<file path="src/rtl/gt_refclk_obufds.sv">
// GT reference-clock differential output buffer.
// Glitch-free enable/disable with optional power-of-two divider.
module gt_refclk_obufds #(
  parameter bit         REFCLK_EN_TX_PATH = 1'b0,
  parameter logic [4:0] REFCLK_ICNTL_TX   = 5'b00000,
  parameter int         REFCLK_DIV        = 1,
  parameter int         WAKE_CYCLES       = 4
) (
  input  logic        CLK,
  input  logic        RSTN,
  input  logic        CEB,
  output logic        O,
  output logic        OB,
  output logic        ACTIVE,
  output logic [15:0] PULSES
);

  typedef enum logic [1:0] {
    OFF,
    WAKE,
    RUN,
    DRAIN
  } state_t;

  localparam int         K       = $clog2(REFCLK_DIV);
  localparam int         KI      = (K > 0) ? K - 1 : 0;
  localparam logic [2:0] LAST    = 3'(REFCLK_DIV - 1);
  localparam logic [7:0] WAKE_LD = 8'(WAKE_CYCLES - 1);
  // Drive strength only shapes the pad; it never gates the path.
  localparam bit PATH_EN =
    REFCLK_EN_TX_PATH && (REFCLK_ICNTL_TX <= 5'h1f);

  state_t     state, state_n;
  logic       s1, s2, ceb_s;
  logic [2:0] cnt, cnt_n;
  logic [7:0] wake_cnt, wake_n;
  logic       act_n;
  logic       pulse_inc;

  always_ff @(posedge CLK or negedge RSTN) begin
    if (!RSTN) begin
      s1 <= 1'b1;
      s2 <= 1'b1;
    end else begin
      s1 <= CEB;
      s2 <= s1;
    end
  end

  assign ceb_s = s2;

  always_comb begin
    state_n = state;
    wake_n  = wake_cnt;
    case (state)
      OFF: begin
        if (!ceb_s && PATH_EN) begin
          state_n = WAKE;
          wake_n  = WAKE_LD;
        end
      end
      WAKE: begin
        if (ceb_s) begin
          state_n = OFF;
        end else if (wake_cnt == 8'd0) begin
          state_n = RUN;
        end else begin
          wake_n = wake_cnt - 8'd1;
        end
      end
      RUN: begin
        if (ceb_s) state_n = DRAIN;
      end
      default: begin
        // Only leave on the last count so the period completes.
        if (!ceb_s) begin
          state_n = RUN;
        end else if (cnt == LAST) begin
          state_n = OFF;
        end
      end
    endcase
  end

  assign ACTIVE = (state == RUN) || (state == DRAIN);
  assign act_n  = (state_n == RUN) || (state_n == DRAIN);

  always_comb begin
    cnt_n = 3'd0;
    if (ACTIVE && act_n) cnt_n = (cnt + 3'd1) & LAST;
  end

  always_ff @(posedge CLK or negedge RSTN) begin
    if (!RSTN) begin
      state    <= OFF;
      cnt      <= 3'd0;
      wake_cnt <= 8'd0;
    end else begin
      state    <= state_n;
      cnt      <= cnt_n;
      wake_cnt <= wake_n;
    end
  end

  generate
    if (REFCLK_DIV == 1) begin : g_pass
      logic gate;

      // Falling-edge gate keeps CLK & gate free of runts.
      always_ff @(negedge CLK or negedge RSTN) begin
        if (!RSTN) gate <= 1'b0;
        else       gate <= ACTIVE;
      end

      assign O         = CLK & gate;
      assign pulse_inc = gate;
    end else begin : g_div
      assign O         = ACTIVE & ~cnt[KI];
      assign pulse_inc = act_n && (cnt_n == 3'd0);
    end
  endgenerate

  assign OB = ~O;

  always_ff @(posedge CLK or negedge RSTN) begin
    if (!RSTN)          PULSES <= 16'd0;
    else if (pulse_inc) PULSES <= PULSES + 16'd1;
  end

endmodule

</file>
<file path="config.mk">
export PLATFORM = sky130hd
export DESIGN_NAME = gt_refclk_obufds
export DESIGN_NICKNAME = d
export VERILOG_FILES = /design/src/rtl/gt_refclk_obufds.sv
export SDC_FILE = /design/constraint.sdc
export NUM_CORES = 1
export LEC_CHECK = 0
export ABC_AREA = 1
export CORE_MARGIN = 1
export CORE_UTILIZATION = 40
export DETAILED_ROUTE_END_ITERATION = 8
export SYNTH_ARGS = -nofsm -noshare
export SYNTH_HDL_FRONTEND = slang
export SYNTH_SLANG_ARGS = --single-unit
</file>
<file path="constraint.sdc">
create_clock -name CLK -period 1.5 [get_ports CLK]
set_clock_uncertainty 0.15 [all_clocks]
set_input_delay 0.3 -clock CLK [delete_from_list [all_inputs] [get_ports CLK]]
set_output_delay 0.3 -clock CLK [all_outputs]
set_load 0.03 [all_outputs]
</file>
== Word-level counts from Yosys, hierarchy flattened ==
Index checks and enable logic that the tools add are counted.
Storage, ports and cells
  register bits: 29
  latch bits: 0
  bits in writable memories: 0
  bits in read-only memories: 0
  input port bits: 3
  output and inout bits: 19
  logic and storage cells: 28
  memories kept: 0
Cells by class
  $add $sub $neg: 2
  $mul: 0
  divide/modulo/power cells: 0
  order comparisons: 0
  equality and inequality tests: 5
  shift-type cells: 0
  multiplexer cells: 5
  bitwise operators: 5
  reductions and logical operators: 5
Operators by type and width (number)
  $add A16 B1 Y16 const B: 1
  $logic_not A8 Y1: 1
  $mux W2: 4
  $sub A8 B1 Y8 const B: 1
  $pmux W2 S3: 1
  $reduce_and A3 Y1: 2
  $eq A2 B2 Y1 const B: 2
  $not A1 Y1: 4
  $ne A3 B3 Y1 const B: 1
  $eq A2 B1 Y1 const B: 1
  $logic_not A2 Y1: 1
  $ne A2 B2 Y1 const B: 1
  $and A1 B1 Y1: 1
  $logic_or A1 B1 Y1: 1

== Logic depth before layout (Yosys ltp) ==
Gate-level depths: netlist of run 1.
  word-level depth: 4
  gate-level depth with buffers: 8
  gate-level depth less buffers: 8

==> results.yml, run 1 <==
cts:
  insertion_delay_ns: 0.40
  clk_pin_slew_ns: 0.06
  cts_tree: "yes"
outcome:
  violations: "negative setup slack"
  status: "complete, but fails checks"
floorplanning:
  io_pins: 22
  die_w_um: 63.3
  start_util_pct: 43.3
  die_area_um2: 4010
  core_area_um2: 3470
  rows: 21
  fp.dieH_um: 63.3
critical_path:
  crit_buf_inv: 3
  critical_path.top_delay_family: "flip-flops"
  startpoint_type: "flip-flop"
  endpoint_kind: "output pin"
  critPathArrivalTime_ns: 1.94
  crit_fanout: 2
  critPathRequiredTime_ns: 1.05
  cp_slowest_cell: "dfrtn_1"
  slowest_delay_ns: 0.43
  crit_chain: "nand2_2, buf_8, inv_2, buf_6"
  critical_path_class: "flip-flop to output pin"
global_route:
  grt_max_degree: 29
  antenna_found_initial: 0
  grt_overflow: 0
  grt_pass1_wl_mm: 5.46
  grt_pass1_vias: 1280
  grt_usage_pct: 18.8
timing:
  setup_ws_ns: -0.886
  slew_headroom_pct: 73.3
  hold_ws_ns: 0.170
  setup_tns_ns: -13.51
  worst_pin_slew_ns: 0.400
  rsz0062_at_grt: "yes"
  final-hold-violation-count: 0
  drv_slew: 0
  setup_violations: 21
synth:
  synth_top_area_share_pct: 43.3
  ys_ff_latch: 29
  netlist_instances: 182
  synth-edff-count: 0
  ys_types: 24
  synth_top_cells_by_count: "57 x nand2_1, 29 x inv_1, 26 x dfrtp_1, 13 x nor2_1, 9 x xor2_1"
  synthesis.nets: 188
  avgSynthCellArea_um2: 8.26
  ys_top_cells_by_area: "dfrtp_1 43%, nand2_1 14%, inv_1 7.2%"
  synth-compound-area-share_pct: 3.25
  synth_top_family_by_area: "simple AND/OR/NAND/NOR gates"
  synth_warnings: 0
  synth_largest_area_cell: "dfrtp_1"
  async_flop_share_pct: 100
  synthMuxAreaShare_pct: 0.749
  synth-main-ff-cell: "dfrtp_1"
  ys_seq_area_share_pct: 48.5
  synth_area_um2: 1500
  synthXorXnorAreaFrac_pct: 7.58
  yosys.area_share.simple_pct: 28.0
  yosys.area_share.adder_pct: 2.50
  synth.most_common_cell: "nand2_1"
routing:
  wl_per_cell_um: 11.8
  vias_per_cell: 4.66
  drt-total-wl_mm: 3.30
  drt_iter0_markers: 42
  ant_nets: 0
  dr.pass1.iters: 4
  vias: 1300
  drcViolationCount: 0
run:
  timing.max_cap.violations: 0
pwr:
  p_per_area_nw_per_um2: 753
  ir_drop_mv: 0.667
  p_leak_nw: 1.17
min_path:
  min_path_type: "input pin to flip-flop"
cells_and_area:
  syn_to_final_growth_pct: 43.3
  final_util_pct: 62.1
  layout.nets: 238
  design_area_um2: 2150
  drive_gt1_share_pct: 35.6
  diodes: 0
  fin_cells: 279
place:
  dp_cells: 252
  hpwlAfterDp_mm: 2.11
  port_buffers: 21
  place_area_um2: 1770
  globalplace.congestion: 0.815
-- worst register-to-register path, cell delays in order (launching register included) --
cell and delay [ns]:
dfrtn_1 0.43, buf_4 0.12, buf_6 0.12, buf_12 0.10
nand4_4 0.09, nor2_4 0.22, buf_6 0.13, xor2_1 0.14
-- area by class of cell --
type | count | area, µm²
Tap cell | 46 | 57.6
Timing Repair Buffer | 39 | 344
Clock buffer | 14 | 169
Sequential cell | 29 | 729
Clock inverter | 1 | 3.75
Multi-Input combinational cell | 119 | 733
Fill cell | 308 | 1320
Inverter | 31 | 116
-- what timing repair did --
action	4_1_cts	5_1_grt
setup buffers	4	11
pin swaps	6	12
resized for setup	25	20
hold buffers	0	0
cloned	0	1
endpoints found under the setup margin	30	35
-- registers in the layout, summed over array words and instances (netlist names) --
register,count
PULSES,16
ceb_s,1
g_pass.gate,1
s1,1
state,2
wake_cnt,8
-- metrics by stage --
step           total power, mW  setup WS [ns]
2_1_floorplan            0.804         -0.561
3_3_place_gp             0.827         -0.839
3_5_place_dp             0.828         -0.854
4_1_cts                   1.65         -0.919
5_1_grt                   1.70         -0.939
6_report                  1.62         -0.886
-- per-layer routing --
layer / wire, µm / GRT usage [%] / share of wire (%)
met1: 1330 / 18.8 / 40
met2: 1720 / 30.6 / 52
met3: 144 / 9.24 / 4.4
met4: 102 / 12.8 / 3.1
met5: 0 / 0 / 0
-- where the power goes --
part	leakage (nW)	switching, mW	total (mW)	internal, mW
clock	0.0960	0.320	0.808	0.488
combinational	0.675	0.0179	0.0248	0.00691
sequential	0.397	0.00190	0.790	0.788
total	1.17	0.339	1.62	1.28
-- final timing paths --
path / start / endpoint / slack, ns / depth (start not counted)
setup / recovery: g_pass.gate / O / -0.89 / 4
hold / removal: CEB / s1 / 0.17 / 1
setup reg to reg: g_pass.gate / PULSES[6] / -0.82 / 7
hold reg to reg: s1 / ceb_s / 0.21 / 0
max in group asynchronous: RSTN / g_pass.gate / 0.47 / 1
min in group asynchronous: RSTN / PULSES[5] / 0.24 / 2
-- cell families after synthesis --
kind of cell,after synthesis
compound gates,9
mux,1
fa+ha+maj,3
flops,29
simple gates,92
xor+xnor,13
buf+inv,35
-- layout by cell type, fill, tap and decap left out, types with 3 or more instances in the layout --
cell / n
nand3_1: 5
xor2_1: 9
nor2_1: 11
xnor2_1: 4
dfrtp_1: 25
nor2_4: 5
nor2_2: 3
inv_1: 27
nand4_1: 5
nand2_1: 51
buf_4: 27
inv_2: 5
buf_6: 11
o21ai_1: 6
clkbuf_8: 9
nand2_2: 6
Note: power is estimated with default switching activity, not from simulation.
==> run 2, diff against run 1 <==
--- a/config.mk
+++ b/config.mk
@@ -9,6 +9,8 @@
 export CORE_MARGIN = 1
 export CORE_UTILIZATION = 40
 export DETAILED_ROUTE_END_ITERATION = 8
+export SETUP_SLACK_MARGIN = 0.05
+export SLEW_MARGIN = 20
 export SYNTH_ARGS = -nofsm -noshare
 export SYNTH_HDL_FRONTEND = slang
 export SYNTH_SLANG_ARGS = --single-unit
==> run 2 against run 1 <==
The flow still finishes with violations (negative setup slack). Hold slack improved by 0.0019 ns. Cell area increased by 7.0%. Via count increased by 5.4%. Total power increased by 0.32%. Non-clock buffer count increased by 11. Core utilization increased by 4.4 points. Final cell count increased by 3.9%. Flip-flop and latch count unchanged. Combinational power increased by 4%. Global-route usage increased by 0.70 points. Critical path depth unchanged. Critical endpoint unchanged. Largest power group unchanged. Highest routed layer unchanged.
==> results.yml, run 2 (synthesized netlist as in run 1, its figures left out) <==
place:
  globalplace.congestion: 0.815
  hpwlAfterDp_mm: 2.11
  dp_slack_ns: -0.854
  port_buffers: 21
  place_area_um2: 1770
  dp_cells: 252
pwr:
  p_leak_nw: 1.24
  pwr-share-seq_pct: 48.5
  ir_drop_mv: 0.671
  switching_share_pct: 21.2
  p_comb_share_pct: 1.6
  p_per_area_nw_per_um2: 706
  p_sw_mw: 0.344
  p_int_mw: 1.28
  clock_power_share_pct: 49.9
cells_and_area:
  syn_to_final_growth_pct: 53.4
  layout.nets: 249
  final_util_pct: 66.5
  diodes: 0
  drive_gt1_share_pct: 43.0
  final_cell_mix: "44 x nand2_1, 33 x buf_4, 26 x inv_1, 24 x dfrtp_1, 16 x buf_6"
  fin_cells: 290
  largest_reg_flops: 16
  top_regs: "PULSES: 16 flops, wake_cnt: 8 flops, state: 2 flops"
  final_common_cell: "nand2_1"
  largest-register: "PULSES"
  design_area_um2: 2300
min_path:
  hold_start: "CEB"
  min_path_type: "input pin to flip-flop"
routing:
  vias_per_cell: 4.72
  ant_nets: 0
  drt-total-wl_mm: 3.54
  vias: 1370
  dr.pass1.iters: 4
  wl_per_cell_um: 12.2
  drt_iter0_markers: 31
  drcViolationCount: 0
floorplanning:
  io_pins: 22
  core_area_um2: 3470
  start_util_pct: 43.3
  die_area_um2: 4010
  die_w_um: 63.3
  fp.dieH_um: 63.3
  rows: 21
global_route:
  grt_pass1_wl_mm: 5.66
  grt_usage_pct: 19.5
  grt_pass1_vias: 1341
  grt_overflow: 0
  grt_max_degree: 29
  antenna_found_initial: 0
timing:
  setup_violations: 22
  drv_slew: 0
  final-hold-violation-count: 0
  worst_pin_slew_ns: 0.392
  setup_ws_ns: -0.889
  setup_tns_ns: -13.64
  rsz0062_at_grt: "yes"
  slew_headroom_pct: 73.8
cts:
  hold_buffers: 0
  cts_tree: "yes"
  insertion_delay_ns: 0.40
  clk_pin_slew_ns: 0.06
critical_path:
  endpoint_kind: "output pin"
  r2r-start: "g_pass.gate"
  critPathRequiredTime_ns: 1.05
  critPathArrivalTime_ns: 1.94
  crit_fanout: 2
  critical_path_class: "flip-flop to output pin"
  startpoint_type: "flip-flop"
  crit_start: "g_pass.gate"
outcome:
  violations: "negative setup slack"
  status: "complete, but fails checks"
run:
  timing.max_cap.violations: 0
==> run 2: cell types whose count changed in the layout (fill, tap and decap cells not counted), sizes merged <==
cell  change
buf      +11
==> run 2: worst paths after layout <==
kind | slack [ns] | endpoint | cells after the start
min in group asynchronous | 0.24 | PULSES[5] | 2
setup / recovery | -0.89 | O | 4
setup reg to reg | -0.83 | PULSES[6] | 7
hold / removal | 0.17 | s1 | 1
max in group asynchronous | 0.47 | g_pass.gate | 1
hold reg to reg | 0.22 | ceb_s | 0
==> run 2: critical path, cell delays in order (launching register included) <==
cell and delay (ns):
dfrtn_1 0.43, nand2_2 0.08, buf_8 0.12, inv_2 0.04, buf_6 0.11
==> run 2: per-layer routing <==
metal  vias to the layer above  track usage [%]  wire [µm]
met2                        25             33.1       1920
met4                         0             13.1        102
met3                         9             9.60        151
met1                       661             18.5       1370
li1                        675                -          -
met5                         -                0          0
==> run 2: area by class of cell <==
cell class              instances  area (µm²)
clock buffers                  14         169
fillers                       283        1160
clock inverters                 1        3.75
multi-input cells             119         782
flip-flops and latches         29         731
well taps                      46        57.6
inverters                      31         116
repair buffers                 50         445
==> run 2: repair_timing <==
action	4_1_cts	5_1_grt
pin swaps	7	16
endpoints found under the setup margin	38	42
cloned	0	1
resized for setup	28	36
endpoints found under the hold margin	0	0
setup buffers	10	16
==> run 2: power by group through the flow <==
stage	sequential [mW]	combinational (mW)	clock, mW
after global routing	0.789	0.0299	0.882
after floorplan	0.802	0.00154	0.0000171
after CTS	0.789	0.0257	0.840
after detailed placement	0.803	0.0254	0.0000171
final	0.790	0.0257	0.812
after global placement	0.802	0.0246	0.0000171
==> run 2: stage by stage <==
| stage | hold slack, ns | total power, mW |
|---|---|---|
| 2_1_floorplan | -0.146 | 0.804 |
| 3_3_place_gp | 0.196 | 0.827 |
| 3_5_place_dp | 0.207 | 0.828 |
| 4_1_cts | 0.164 | 1.65 |
| 5_1_grt | 0.162 | 1.70 |
| 6_report | 0.172 | 1.63 |
